==> src/rtl/pwm_counter.sv <==
// pwm_counter
//   Prescaled up/down timebase for the PWM block. The register file supplies
//   the programming fields, and this block returns the live count. Each
//   counter step raises a one-cycle tick. Each period boundary raises a
//   one-cycle wrap, which the PWM output stage consumes.
//
// Ports
//   clk          system clock, all state changes on posedge
//   rst          synchronous active-high reset, highest priority
//   en           counter enable; 0 freezes counter and prescaler
//   count_reset  one-cycle clear of counter and prescaler
//   upnotdown    1 = count up, 0 = count down
//   period       terminal count (inclusive), CNT_W bits
//   prescale     one step every prescale+1 enabled clocks, PSC_W bits
//   counter_val  current count (registered)
//   wrap         one-cycle pulse on period wrap (registered)
//   tick         one-cycle pulse on every counter step (registered)
module pwm_counter #(
    parameter int CNT_W = 16,
    parameter int PSC_W = 8
) (
    input  logic             clk,
    input  logic             rst,
    input  logic             en,
    input  logic             count_reset,
    input  logic             upnotdown,
    input  logic [CNT_W-1:0] period,
    input  logic [PSC_W-1:0] prescale,
    output logic [CNT_W-1:0] counter_val,
    output logic             wrap,
    output logic             tick
);

    logic [CNT_W-1:0] counter_reg, counter_next;
    logic [PSC_W-1:0] psc_cnt_reg, psc_cnt_next;
    logic             wrap_reg, wrap_next;
    logic             tick_reg, tick_next;
    logic             en_d_reg, en_d_next;

    always_comb begin
        counter_next = counter_reg;
        psc_cnt_next = psc_cnt_reg;
        wrap_next    = 1'b0;
        tick_next    = 1'b0;
        en_d_next    = en;

        if (count_reset) begin
            counter_next = '0;
            psc_cnt_next = '0;
        end else if (!en) begin
            // Frozen: counter and prescaler hold and the pulses stay low.
        end else if (!en_d_reg) begin
            // Enable just rose. Restart the prescaler so that the first step
            // lands prescale+1 clocks from now.
            psc_cnt_next = '0;
        end else if (psc_cnt_reg >= prescale) begin
            // Using >= means that lowering prescale mid-count still steps on
            // the next enabled clock. Without it the count would have to run
            // the full prescaler range before matching again.
            psc_cnt_next = '0;
            tick_next    = 1'b1;
            if (upnotdown) begin
                // Using >= also covers a period written below the current count.
                if (counter_reg >= period) begin
                    counter_next = '0;
                    wrap_next    = 1'b1;
                end else begin
                    counter_next = counter_reg + 1'b1;
                end
            end else begin
                if (counter_reg == '0) begin
                    counter_next = period;
                    wrap_next    = 1'b1;
                end else if (counter_reg > period) begin
                    // Resync after period was lowered. This is not a wrap.
                    counter_next = period;
                end else begin
                    counter_next = counter_reg - 1'b1;
                end
            end
        end else begin
            psc_cnt_next = psc_cnt_reg + 1'b1;
        end
    end

    always_ff @(posedge clk) begin
        if (rst) begin
            counter_reg <= '0;
            psc_cnt_reg <= '0;
            wrap_reg    <= 1'b0;
            tick_reg    <= 1'b0;
            en_d_reg    <= 1'b0;
        end else begin
            counter_reg <= counter_next;
            psc_cnt_reg <= psc_cnt_next;
            wrap_reg    <= wrap_next;
            tick_reg    <= tick_next;
            en_d_reg    <= en_d_next;
        end
    end

    assign counter_val = counter_reg;
    assign wrap        = wrap_reg;
    assign tick        = tick_reg;

endmodule

==> config.mk <==
export PLATFORM = sky130hd
export DESIGN_NAME = pwm_counter
export DESIGN_NICKNAME = d
export VERILOG_FILES = /design/src/rtl/pwm_counter.sv
export SDC_FILE = /design/constraint.sdc
export NUM_CORES = 1
export LEC_CHECK = 0
export ABC_CLOCK_PERIOD_IN_PS = 4000
export BUFFER_PORTS_ARGS = -buffer_cell sky130_fd_sc_hd__buf_2
export CAP_MARGIN = 10
export CORE_MARGIN = 2
export CORE_UTILIZATION = 60
export CTS_CLUSTER_SIZE = 28
export DETAILED_ROUTE_END_ITERATION = 16
export GPL_TIMING_DRIVEN = 0
export PLACE_DENSITY_LB_ADDON = 0.2
export SYNTH_ARGS = -nofsm -noshare
export SYNTH_HDL_FRONTEND = slang
export SYNTH_SLANG_ARGS = --single-unit
==> constraint.sdc <==
create_clock -name clk -period 4 [get_ports clk]
set_input_delay 0.6 -clock clk [delete_from_list [all_inputs] [get_ports clk]]
set_output_delay 0.6 -clock clk [all_outputs]
set_load 0.05 [all_outputs]
# Word-level counts from Yosys, hierarchy flattened
# Cells that the tools add are included.
# totals
in_bits	29
regBits	27
wordCells	29
out_inout_bits	18
# classes
bitwise_logic	3
add_sub_neg	3
reduce_logical	5
muxes	10
order_cmp	3
# ops
operator	n
16-bit two-way mux	4
16-bit by 1-bit adder with 16-bit output, second input constant	1
16-bit greater-or-equal comparator	1
16-bit greater-than comparator	1
16-bit logical NOT	1
8-bit two-way mux	2
16-bit by 1-bit subtractor with 16-bit output, second input constant	1
8-bit by 1-bit adder with 8-bit output, second input constant	1
8-bit greater-or-equal comparator	1
5-bit OR reduction	1
1-bit two-way mux	4
4-bit OR reduction	1
1-bit NOT	3
3-bit AND reduction	1
2-bit OR reduction	1

# Depth between registers and ports, before layout
# depth
ltp_word	4
ltp_mapped	11

# Least setup slack after synthesis
# No wires, ideal clock.
# synth_path
path_type	register -> register
start	register counter_reg[8], in the netlist counter_val[8]
end	register counter_reg[1], in the netlist counter_val[1]
stages_incl_launch_ff	10
synth_period_minus_slack_ps	2769
arrival_time_ps	2683
n_path_buf	2
setup_slack_ps	1231
cell_sequence	dfxtp_1 > buf_6 > or4_4 > or4_1 > or2_1 > o211a_1 > buf_6 > mux2i_1 > o221a_2 > a211oi_1
# synth_between
elab_chain_len	4
# synth_rtl
item	line	text
start, declared	34	logic [CNT_W-1:0] counter_reg, counter_next;
start signal, assigned	94	counter_reg <= counter_next;
16-bit greater-than comparator	74	end else if (counter_reg > period) begin
16-bit two-way mux	74	
16-bit two-way mux	71	if (counter_reg == '0) begin
16-bit two-way mux (*)	62	if (upnotdown) begin
# Every way passes the cells marked *; elsewhere a longest branch is shown, timed or not.
# A chain may end at the register's enable or synchronous reset.

# Final worst setup path
# layout_path
start	input port period[14]
end	register counter_reg[8], in the netlist counter_val[8]
# layout_between
elab_chain_len	4
# layout_rtl
item	line	text
start, declared	27	input logic [CNT_W-1:0] period,
16-bit greater-than comparator	74	
16-bit two-way mux	74	
16-bit two-way mux	71	
16-bit two-way mux (*)	62	
# Marked as above.

==> impl_results.rst <==
.. list-table::
   :header-rows: 1

   * - Metric
     - Value
   * - Cell at the root of the clock tree
     - sky130_fd_sc_hd__clkbuf_8
   * - Floorplan row count
     - 23
   * - I/O pin cnt
     - 47
   * - Antenna fix cells
     - 0
   * - Number of antenna-violating nets in the routed design
     - 0
   * - Routed WL per cell
     - 15.64 um
   * - Shortest clock period the worst path allows after layout
     - 3364 ps
   * - First DRT Iteration DRCs
     - 205
   * - Number of register bits inferred by synthesis
     - 27
   * - Ratio of cells with drive above 1 in the final layout
     - 15.54%
   * - Flip-flop count of the largest register after layout
     - 16
   * - Crit path required time
     - 4170 ps
   * - Number of design rule violations left after detail routing
     - 0
   * - Die area
     - 4714 um^2
   * - Total negative slack
     - 0 ps
   * - Primary FF master, synth
     - sky130_fd_sc_hd__dfxtp_1
   * - DRT Wirelength
     - 6820 um
   * - Number of detailed-route iterations in the first pass
     - 6
   * - Hold-fix buffers at CTS
     - 0
   * - Standard cell core area
     - 4000 um^2
   * - Grt total ovfl
     - 0
   * - Share of the yosys chip area belonging to registers
     - 21.55%
   * - Setup repair bufs after CTS
     - 0
   * - Final standard cell utilization of the core
     - 71.13%
   * - Pin count of the biggest net entering global routing
     - 17
   * - Mean number of vias per cell
     - 6.186
   * - Number of max-cap violations
     - 0
   * - Final weighted congestion of routability-driven global placement
     - 0.9366
   * - Critical path fanouts, max
     - 10
   * - Upper clock frequency limit
     - 0.2973 GHz
   * - Number of setup violations in the final report
     - 0
   * - Vias in the first global route
     - 2426
   * - Number of buffers created by CTS
     - 3
   * - Most area-consuming cells after synthesis
     - sky130_fd_sc_hd__dfxtp_1, sky130_fd_sc_hd__ha_1, sky130_fd_sc_hd__o21ai_0
   * - Number of instances in the synthesized netlist
     - 337
   * - Proportion of netlist area held by the largest area contributor
     - 21.55%
   * - CP endpoint kind
     - flip-flop
   * - Slew at the pin closest to its max-slew limit
     - 814.6 ps
   * - Starting density of the core
     - 62.72%
   * - HPWL Detailed
     - 5163 um
   * - H-tree depth
     - 1
   * - Portion of the clock cycle consumed by the worst path in the final layout
     - 84.10%
   * - Leading cell type in the layout, fill and taps excluded
     - sky130_fd_sc_hd__buf_2
   * - Tightest Hold Check Type
     - input port to flip-flop
   * - Number of enable-type register cells in the synthesized netlist
     - 0
   * - Clk_lat worst skew
     - 290 ps
   * - Total of buffers placed on input and output ports
     - 45
   * - Post-synth ARST share
     - 0%
   * - Clock Skews
     - 3.240 ps
   * - Die Ht
     - 68.66 um
   * - Cell area after technology mapping
     - 2509 um^2
   * - Endpoint arrival time on the critical path
     - 3530 ps
   * - Synthesized Nets
     - 394
   * - Worst Path Class, Setup
     - input port to flip-flop
   * - Number of sinks driven by the clock tree
     - 27
   * - Total chip power
     - 502.9 uW
   * - Max_slew headroom
     - 45.19%
   * - Status
     - finished, final reports clean
   * - Unrepaired setup endpoints after global routing
     - false
   * - Worst vdd ir
     - 0.0001458 V
   * - Commonest cells after routing, fill and taps aside
     - sky130_fd_sc_hd__buf_2, sky130_fd_sc_hd__inv_1, sky130_fd_sc_hd__ha_1, sky130_fd_sc_hd__dfxtp_1, sky130_fd_sc_hd__o21ai_0
   * - Post-synthesis cell type count
     - 48
   * - Synthesized area per cell
     - 7.444 um^2
   * - Count of final hold-check violations
     - 0
   * - Antenna violations before repair
     - 0
   * - Yosys top cell by area
     - sky130_fd_sc_hd__dfxtp_1
   * - Die width
     - 68.66 um
   * - Area growth from synthesis to layout
     - 13.42%
   * - Syn. warnings
     - 0
   * - Clock tree from TritonCTS
     - built
   * - First-pass GRT wire length
     - 10960 um
   * - # nets final
     - 444
   * - Post-CTS clock slew at the launch and capture registers of the worst setup and hold paths
     - 100 ps
   * - Power Dens Cells
     - 176.8 nW/um^2
   * - Via count
     - 2697
   * - Overall routing resource usage
     - 31.03%
   * - Category of the worst setup path launch point
     - input port
   * - Maximum root-to-sink buffer count
     - 2
   * - # resized after CTS
     - 0
   * - Slew Viols, Final
     - 0
   * - Static leakage
     - 0.001306 uW
==> cells by family (layout without fill, tap and decap cells) <==
family | after synthesis | after routing | synth area share, %
compound gates | 93 | 93 | 22.94
buf+inv | 49 | 98 | 8.628
simple gates | 124 | 124 | 27.13
xor+xnor | 13 | 13 | 4.539
fa+ha+maj | 28 | 28 | 13.97
flops | 27 | 27 | 21.55
mux | 3 | 3 | 1.247
==> final cells by class <==
cell class / instances / area, um^2
buffer: 20 / 107.6
clock buffer: 3 / 41.29
clock inverter: 1 / 7.507
fill: 338 / 1155
inverter: 29 / 108.9
multi-input combinational: 261 / 1752
sequential: 27 / 540.5
tap: 50 / 62.56
timing repair buffer: 45 / 225.2
==> worst max-delay path, stage by stage <==
cell and delay, ps:
sky130_fd_sc_hd__buf_2 100, sky130_fd_sc_hd__inv_1 40, sky130_fd_sc_hd__ha_1 310, sky130_fd_sc_hd__nand4_1 220, sky130_fd_sc_hd__nor4_1 780, sky130_fd_sc_hd__o31ai_1 220, sky130_fd_sc_hd__nand3_1 350, sky130_fd_sc_hd__clkbuf_1 400
sky130_fd_sc_hd__o21ai_0 170, sky130_fd_sc_hd__a22oi_1 260, sky130_fd_sc_hd__a21oi_1 100
==> Yosys cell counts (5+ instances only) <==
cell type                   n
sky130_fd_sc_hd__nand3_1    7
sky130_fd_sc_hd__clkbuf_1  13
sky130_fd_sc_hd__nor2_1    20
sky130_fd_sc_hd__nand2_1   23
sky130_fd_sc_hd__a21oi_1   20
sky130_fd_sc_hd__and3_1    15
sky130_fd_sc_hd__nor4_1     6
sky130_fd_sc_hd__nand3b_1   5
sky130_fd_sc_hd__a211oi_1   5
sky130_fd_sc_hd__a22oi_1    9
sky130_fd_sc_hd__dfxtp_1   27
sky130_fd_sc_hd__nor3b_1    7
sky130_fd_sc_hd__nand4_1    5
sky130_fd_sc_hd__xor2_1     5
sky130_fd_sc_hd__o211ai_1   7
sky130_fd_sc_hd__o21ai_0   25
sky130_fd_sc_hd__a31oi_1    8
sky130_fd_sc_hd__inv_1     29
sky130_fd_sc_hd__xnor2_1    8
sky130_fd_sc_hd__nor3_1    10
sky130_fd_sc_hd__ha_1      28
sky130_fd_sc_hd__nor2b_1   11
==> routing by layer <==
metal / vias to the layer above / track usage [%] / routed length (um)
li1: 1327 / - / -
met1: 1234 / 42.99 / 3033
met2: 129 / 51.32 / 3206
met3: 7 / 2.110 / 492
met4: 0 / 9.500 / 87
met5: - / 0 / 0
==> stage by stage <==
step | hold slack [ps] | cells | area (um^2) | setup slack [ps]
global route | 471.7 | 436 | 2845 | 340.6
floorplan | 484.2 | 337 | 2509 | 1231
detailed placement | 526.3 | 432 | 2796 | 473.0
global placement | 519.3 | 432 | 2796 | 500.4
finish | 464.4 | 436 | 2845 | 636.0
CTS | 466.3 | 436 | 2845 | 773.7
==> path summary, 6_finish.rpt <==
| check | startpoint | to | slack (ps) | depth (start not counted) |
|---|---|---|---|---|
| hold reg to reg | psc_cnt_reg[7] | psc_cnt_reg[7] | 550 | 2 |
| hold / removal | rst | en_d_reg | 460 | 2 |
| setup reg to reg | counter_val[14] | counter_val[8] | 640 | 9 |
| setup / recovery | period[14] | counter_val[8] | 640 | 11 |
==> report_power, final <==
group	leakage, uW	switching (uW)	internal (uW)	total, uW
Clock	0.0000217	101	71.3	172
Combinational	0.00107	36.4	24.9	61.3
Sequential	0.000218	0.446	269	270
Total	0.00131	137	366	503
Note: power is estimated with default switching activity, not from simulation.
